[src/rtl/mem_port_arbiter_pkg.sv]
// mem_arb_pkg: shared state/grant encodings and default RAM geometry for the memory port arbiter
package mem_arb_pkg;
  localparam int DEPTH_DEF = 1024;
  localparam int IDX_W_DEF = 10;
  typedef enum logic [1:0] {IDLE, ACCESS, WAIT, RESP} state_t;
  typedef enum logic [1:0] {GNT_NONE, GNT_IF, GNT_MEM} gnt_t;
endpackage

[src/rtl/mem_port_arbiter_if.sv]
// mem_port_arbiter_if: requester handshakes and RAM port bundled for the arbiter
interface mem_port_arbiter_if #(
  parameter int DATA_W = 64,
  parameter int ADDR_W = 64,
  parameter int IDX_W  = 10
);
  logic              if_req, if_ready, if_err;
  logic [ADDR_W-1:0] if_addr, mem_addr;
  logic [DATA_W-1:0] if_rdata, mem_rdata, mem_wdata, dm_wdata, dm_rdata;
  logic              mem_rd, mem_wr, mem_ready, mem_err;
  logic              dm_en, dm_we, busy;
  logic [IDX_W-1:0]  dm_index;
  modport slave (
    input  if_req, if_addr, mem_rd, mem_wr, mem_addr, mem_wdata, dm_rdata,
    output if_ready, if_rdata, if_err, mem_ready, mem_rdata, mem_err,
           dm_en, dm_we, dm_index, dm_wdata, busy
  );
  modport master (
    output if_req, if_addr, mem_rd, mem_wr, mem_addr, mem_wdata, dm_rdata,
    input  if_ready, if_rdata, if_err, mem_ready, mem_rdata, mem_err,
           dm_en, dm_we, dm_index, dm_wdata, busy
  );
endinterface

[src/rtl/mem_port_arbiter_addr_check.sv]
// mem_addr_check: flags out-of-range doubleword index, misaligned address or conflicting rd/wr
module mem_addr_check #(
  parameter int ADDR_W = 64,
  parameter int DEPTH  = 1024
) (
  input  logic [ADDR_W-1:0] addr,
  input  logic              rd,
  input  logic              wr,
  output logic              illegal
);
  logic [ADDR_W-1:0] idx;
  assign idx     = addr >> 3;
  assign illegal = idx > ADDR_W'(DEPTH - 1) || addr[1:0] != 2'b00 || (rd && wr);
endmodule

[src/rtl/mem_port_arbiter.sv]
// mem_port_arbiter: shares one fixed-latency RAM port between IF and MEM requesters, MEM first with bounded bursts
module mem_port_arbiter
  import mem_arb_pkg::*;
#(
  parameter int DATA_W        = 64,
  parameter int ADDR_W        = 64,
  parameter int DEPTH         = DEPTH_DEF,
  parameter int IDX_W         = IDX_W_DEF,
  parameter int LAT           = 1,
  parameter int MAX_MEM_BURST = 4
) (
  input logic clk,
  input logic rst_n,
  mem_port_arbiter_if.slave bus
);
  localparam int BW = $clog2(MAX_MEM_BURST + 1);
  localparam int CW = LAT > 1 ? $clog2(LAT) : 1;
  state_t            state_q;
  gnt_t              gnt_q, gnt_d;
  logic [BW-1:0]     burst_q;
  logic [CW-1:0]     wcnt_q;
  logic              wr_q, busy_q, dm_en_q, dm_we_q;
  logic              if_ready_q, if_err_q, mem_ready_q, mem_err_q;
  logic [DATA_W-1:0] if_rdata_q, mem_rdata_q, dm_wdata_q;
  logic [IDX_W-1:0]  dm_index_q;
  logic              mem_pend, sel_rd, sel_wr, illegal;
  logic [ADDR_W-1:0] sel_addr;
  always_comb begin
    mem_pend = bus.mem_rd | bus.mem_wr;
    gnt_d    = (mem_pend && !(bus.if_req && burst_q == BW'(MAX_MEM_BURST))) ? GNT_MEM :
               bus.if_req ? GNT_IF : GNT_NONE;
    sel_addr = gnt_d == GNT_IF ? bus.if_addr : bus.mem_addr;
    sel_rd   = gnt_d == GNT_IF || bus.mem_rd;
    sel_wr   = gnt_d == GNT_MEM && bus.mem_wr;
  end
  mem_addr_check #(.ADDR_W(ADDR_W), .DEPTH(DEPTH)) u_chk (
    .addr(sel_addr), .rd(sel_rd), .wr(sel_wr), .illegal(illegal)
  );
  always_ff @(posedge clk or negedge rst_n) begin
    if (!rst_n) begin
      state_q     <= IDLE;
      gnt_q       <= GNT_NONE;
      burst_q     <= '0;
      wcnt_q      <= '0;
      wr_q        <= 1'b0;
      busy_q      <= 1'b0;
      dm_en_q     <= 1'b0;
      dm_we_q     <= 1'b0;
      dm_index_q  <= '0;
      dm_wdata_q  <= '0;
      if_ready_q  <= 1'b0;
      if_err_q    <= 1'b0;
      if_rdata_q  <= '0;
      mem_ready_q <= 1'b0;
      mem_err_q   <= 1'b0;
      mem_rdata_q <= '0;
    end else begin
      case (state_q)
        IDLE: begin
          burst_q <= (gnt_d == GNT_IF || !bus.if_req) ? '0 :
                     gnt_d == GNT_MEM ? burst_q + BW'(1) : burst_q;
          gnt_q   <= gnt_d;
          wr_q    <= sel_wr;
          if (gnt_d != GNT_NONE) begin
            busy_q <= 1'b1;
            if (illegal) begin
              state_q     <= RESP;
              if_ready_q  <= gnt_d == GNT_IF;
              if_err_q    <= gnt_d == GNT_IF;
              mem_ready_q <= gnt_d == GNT_MEM;
              mem_err_q   <= gnt_d == GNT_MEM;
            end else begin
              state_q    <= ACCESS;
              dm_en_q    <= 1'b1;
              dm_we_q    <= sel_wr;
              dm_index_q <= sel_addr[IDX_W+2:3];
              dm_wdata_q <= sel_wr ? bus.mem_wdata : '0;
            end
          end
        end
        ACCESS: begin
          state_q <= WAIT;
          dm_en_q <= 1'b0;
          dm_we_q <= 1'b0;
          wcnt_q  <= CW'(LAT - 1);
        end
        WAIT: begin
          if (wcnt_q == '0) begin
            state_q     <= RESP;
            if_ready_q  <= gnt_q == GNT_IF;
            mem_ready_q <= gnt_q == GNT_MEM;
            if_rdata_q  <= gnt_q == GNT_IF ? bus.dm_rdata : '0;
            mem_rdata_q <= (gnt_q == GNT_MEM && !wr_q) ? bus.dm_rdata : '0;
          end else begin
            wcnt_q <= wcnt_q - CW'(1);
          end
        end
        RESP: begin
          state_q     <= IDLE;
          busy_q      <= 1'b0;
          if_ready_q  <= 1'b0;
          if_err_q    <= 1'b0;
          if_rdata_q  <= '0;
          mem_ready_q <= 1'b0;
          mem_err_q   <= 1'b0;
          mem_rdata_q <= '0;
        end
        default: state_q <= IDLE;
      endcase
    end
  end
  assign bus.if_ready  = if_ready_q;
  assign bus.if_err    = if_err_q;
  assign bus.if_rdata  = if_rdata_q;
  assign bus.mem_ready = mem_ready_q;
  assign bus.mem_err   = mem_err_q;
  assign bus.mem_rdata = mem_rdata_q;
  assign bus.dm_en     = dm_en_q;
  assign bus.dm_we     = dm_we_q;
  assign bus.dm_index  = dm_index_q;
  assign bus.dm_wdata  = dm_wdata_q;
  assign bus.busy      = busy_q;
endmodule

[src/flat_wrapper.sv]
// flat-port wrapper written by rule: the top's interface ports become plain ports
module mem_port_arbiter_flat import mem_arb_pkg::*;
#(
  parameter int DATA_W        = 64,
  parameter int ADDR_W        = 64,
  parameter int DEPTH         = DEPTH_DEF,
  parameter int IDX_W         = IDX_W_DEF,
  parameter int LAT           = 1,
  parameter int MAX_MEM_BURST = 4
)
  (clk, rst_n, bus_if_req, bus_if_addr, bus_mem_rd, bus_mem_wr, bus_mem_addr, bus_mem_wdata, bus_dm_rdata, bus_if_ready, bus_if_rdata, bus_if_err, bus_mem_ready, bus_mem_rdata, bus_mem_err, bus_dm_en, bus_dm_we, bus_dm_index, bus_dm_wdata, bus_busy);
  mem_port_arbiter_if #(.DATA_W(DATA_W), .ADDR_W(ADDR_W), .IDX_W(IDX_W)) bus_i ();
  input logic clk;
  input logic rst_n;
  input wire logic [$bits(bus_i.if_req)-1:0] bus_if_req;
  input wire logic [$bits(bus_i.if_addr)-1:0] bus_if_addr;
  input wire logic [$bits(bus_i.mem_rd)-1:0] bus_mem_rd;
  input wire logic [$bits(bus_i.mem_wr)-1:0] bus_mem_wr;
  input wire logic [$bits(bus_i.mem_addr)-1:0] bus_mem_addr;
  input wire logic [$bits(bus_i.mem_wdata)-1:0] bus_mem_wdata;
  input wire logic [$bits(bus_i.dm_rdata)-1:0] bus_dm_rdata;
  output wire logic [$bits(bus_i.if_ready)-1:0] bus_if_ready;
  output wire logic [$bits(bus_i.if_rdata)-1:0] bus_if_rdata;
  output wire logic [$bits(bus_i.if_err)-1:0] bus_if_err;
  output wire logic [$bits(bus_i.mem_ready)-1:0] bus_mem_ready;
  output wire logic [$bits(bus_i.mem_rdata)-1:0] bus_mem_rdata;
  output wire logic [$bits(bus_i.mem_err)-1:0] bus_mem_err;
  output wire logic [$bits(bus_i.dm_en)-1:0] bus_dm_en;
  output wire logic [$bits(bus_i.dm_we)-1:0] bus_dm_we;
  output wire logic [$bits(bus_i.dm_index)-1:0] bus_dm_index;
  output wire logic [$bits(bus_i.dm_wdata)-1:0] bus_dm_wdata;
  output wire logic [$bits(bus_i.busy)-1:0] bus_busy;
  assign bus_i.if_req = bus_if_req;
  assign bus_i.if_addr = bus_if_addr;
  assign bus_i.mem_rd = bus_mem_rd;
  assign bus_i.mem_wr = bus_mem_wr;
  assign bus_i.mem_addr = bus_mem_addr;
  assign bus_i.mem_wdata = bus_mem_wdata;
  assign bus_i.dm_rdata = bus_dm_rdata;
  assign bus_if_ready = bus_i.if_ready;
  assign bus_if_rdata = bus_i.if_rdata;
  assign bus_if_err = bus_i.if_err;
  assign bus_mem_ready = bus_i.mem_ready;
  assign bus_mem_rdata = bus_i.mem_rdata;
  assign bus_mem_err = bus_i.mem_err;
  assign bus_dm_en = bus_i.dm_en;
  assign bus_dm_we = bus_i.dm_we;
  assign bus_dm_index = bus_i.dm_index;
  assign bus_dm_wdata = bus_i.dm_wdata;
  assign bus_busy = bus_i.busy;
  mem_port_arbiter #(.DATA_W(DATA_W), .ADDR_W(ADDR_W), .DEPTH(DEPTH), .IDX_W(IDX_W), .LAT(LAT), .MAX_MEM_BURST(MAX_MEM_BURST)) u_core (.clk(clk), .rst_n(rst_n), .bus(bus_i));
endmodule
[config.mk]
export PLATFORM = sky130hd
export DESIGN_NAME = mem_port_arbiter_flat
export DESIGN_NICKNAME = d
export VERILOG_FILES = /design/src/rtl/mem_port_arbiter_pkg.sv /design/src/rtl/mem_port_arbiter_if.sv /design/src/rtl/mem_port_arbiter_addr_check.sv /design/src/rtl/mem_port_arbiter.sv /design/src/flat_wrapper.sv
export SDC_FILE = /design/constraint.sdc
export NUM_CORES = 1
export LEC_CHECK = 0
export ABC_AREA = 1
export CORE_AREA = 4 4 178 180
export DETAILED_ROUTE_END_ITERATION = 8
export DIE_AREA = 0 0 182 184
export HOLD_SLACK_MARGIN = 0.05
export PLACE_DENSITY_LB_ADDON = 0.12
export RECOVER_POWER = 50
export SYNTH_ARGS = -nofsm -noshare
export SYNTH_HDL_FRONTEND = slang
export SYNTH_HIERARCHICAL = 1
export SYNTH_SLANG_ARGS = --single-unit
export TNS_END_PERCENT = 10
[constraint.sdc]
create_clock -name clk -period 3.1 [get_ports clk]
set_clock_uncertainty 0.1 [all_clocks]
set_input_delay 0.465 -clock clk [delete_from_list [all_inputs] [get_ports clk]]
set_output_delay 0.465 -clock clk [all_outputs]
set_load 0.1 [all_outputs]
==> flow_metrics.env <==
export IMPL_final_nets=1911
export IMPL_dp_hpwl_mm=25.9
export IMPL_peakVddDrop_v=0.000601
export IMPL_rr_startpoint="u_core/burst_q[0]"
export IMPL_clkTransAtPathRegs_ps=60
export IMPL_antenna_found_initial=0
export IMPL_vias_per_cell=4.53
export IMPL_p_per_area_nw_per_um2=855
export IMPL_routedWlPerCell_um=17.3
export IMPL_min_from="u_core/bus.dm_wdata[44]"
export IMPL_layout_common_cells="nand2_1 (620), clkdlybuf4s50_1 (257), buf_4 (231), dfrtp_1 (216), o21ai_0 (74)"
export IMPL_htreeDepth=1
export IMPL_worstSetupPathType="flop to flop"
export IMPL_drc=0
export IMPL_core_area_sq_um=30200
export IMPL_cts_sinks=217
export IMPL_grt_pass1_wl_mm=53.5
export IMPL_violations="max-capacitance violations, max-slew violations"
export IMPL_netlist_instances=1178
export IMPL_post_route_min_period_ps=2850
export IMPL_cp_required_ps=3450
export IMPL_clockBufferDepth=3
export IMPL_grt_pass1_vias=9343
export IMPL_end_kind="flop"
export IMPL_dieArea_sq_um=33500
export IMPL_globalRouteTotalUtil_pct=19.9
export IMPL_num_rows=64
export IMPL_final_common_cell="nand2_1"
export IMPL_worstHoldPathCells=2
export IMPL_timing_final_crit_share_pct=91.9
export IMPL_insertedDiodeCount=0
export IMPL_tightest_slew_ps=1850
export IMPL_path_max_fanout=27
export IMPL_finalHoldViolCount=0
export IMPL_place_gp_congestion=0.843
export IMPL_holdPathEnd="u_core/bus.dm_wdata[44]"
export IMPL_timing_fmax_mhz=351
export IMPL_status="complete, but fails checks"
export IMPL_final_cells=2058
export IMPL_ioPinCount=470
export IMPL_setup_viol=0
export IMPL_clock_insertion_delay_worst_skew_ps=510
export IMPL_r2r_end="u_core/bus.dm_wdata[43]"
export IMPL_die_y_um=184
export IMPL_drt_wl_total_mm=35.6
export IMPL_post_route_util_pct=50.6
export IMPL_synth_fp_nets=1445
export IMPL_cap_violations=1
export IMPL_power_w=0.0131
export IMPL_start_util_pct=31.8
export IMPL_crit_arrival_ps=3200
export IMPL_cp_start_kind="flop"
export IMPL_hold_worst_slack_ps=378
export IMPL_syn_avg_cell_area_sq_um=8.15
export IMPL_drive_above_1_share_pct=18.7
export IMPL_numCtsBuffers=24
export IMPL_num_vias=9330
export IMPL_slew_violations=69
export IMPL_syn_area_sq_um=9600
export IMPL_ant_nets=0
export IMPL_numPlacedInstances=2009
export IMPL_grt_start_max_net_pins=102
export IMPL_gr_total_overflow=0
export IMPL_cts_tree="yes"
export IMPL_r2r_slack_ps=250
export IMPL_ff2ff_path_depth=22
export IMPL_cts_root_buffer="clkbuf_16"
export IMPL_numPortBuffers=467
export IMPL_dr_pass1_iters=5
export IMPL_hp_class="flop to flop"
export IMPL_first_iter_violations=747
export IMPL_leakagePower_nw=7.92
export IMPL_yosysWarnings=6
export IMPL_relSlewSlack_pct=-23.4
export IMPL_area_growth_pct=59.2
export IMPL_fp_dieW_um=182
==> stage by stage <==
step                      setup slack, ps  setup TNS [ps]  instance area (sq um)
after detailed placement             -360          -23740                  14400
after floorplan                       475               0                   9600
after global routing                -5.46           -7.96                  15300
after global placement               -351          -24020                  14400
after CTS                            86.0               0                  15200
final                                 251               0                  15300
==> routing by layer <==
layer	up-vias	GRT usage [%]	part of all wire (%)
li1	4639	-	-
met1	4317	25.0	40
met2	337	35.4	51
met3	37	4.59	7.6
met4	0	4.26	1.9
met5	-	0	0
==> layout make-up <==
cell class                      count  area [sq um]
Clock buffer                       36           727
Fill cell                        2921         14900
Sequential cell                   217          5430
Timing Repair Buffer              514          4720
Inverter                           40           150
Tap cell                          396           495
Clock inverter                      8          68.8
Multi-Input combinational cell    847          3690
==> worst max-delay path, stage by stage, from the launching register on <==
cell and delay, ps:
dfrtp_1 380, inv_1 70, ha_1 210, nand3_2 80, nand2_2 80, nand2_4 110, inv_2 80, buf_12 160
nand2_1 60, nand2_1 50, nor2_1 110, nand2_1 60, nor2_1 180, nand2_1 70, nor2_1 90, nand2_1 100
nor2_4 120, nand2_4 100, nor2_8 120, buf_12 160, clkbuf_16 170, nand2_1 60, nand2_1 50
==> timing repair <==
item,in CTS,in global routing
hold endpoints to repair,64,0
hold buffers,1,0
buffers inserted,0,2
resized for setup,0,8
endpoints found under the setup margin,0,64
==> report_power, final <==
group | switching, W | leakage [nW] | internal (W)
logic | 0.00514 | 4.52 | 0.00142
registers | 0.000334 | 3.00 | 0.00332
clock network | 0.00115 | 0.399 | 0.00170
==> worst max path at each step <==
stage	from	to	slack, ps	depth (start not counted)
floorplan	bus_if_req	u_core/bus.dm_wdata[13]	470	20
global placement	bus_if_req	u_core/bus.dm_wdata[32]	-350	19
detailed placement	bus_if_req	u_core/bus.dm_wdata[18]	-360	19
CTS	u_core/burst_q[0]	u_core/bus.dm_wdata[24]	90	20
global route	u_core/burst_q[0]	u_core/bus.dm_wdata[14]	-5	22
finish	u_core/burst_q[0]	u_core/bus.dm_wdata[43]	250	22
==> sequential cells by signal (all words and copies together) (netlist names) <==
signal and cells:
u_core/bus.mem_rdata 64, u_core/bus.dm_index 10, u_core/bus.if_ready 1, u_core/gnt_q 2, u_core/wr_q 1, u_core/bus.mem_ready 1, u_core/state_q 2, u_core/bus.mem_err 1
u_core/bus.dm_wdata 64, u_core/bus.if_rdata 64, u_core/bus.if_err 1, u_core/bus.dm_en 1, u_core/burst_q 3, u_core/bus.busy 1, u_core/bus.dm_we 1
No activity file was read; power rests on OpenSTA's default activity.
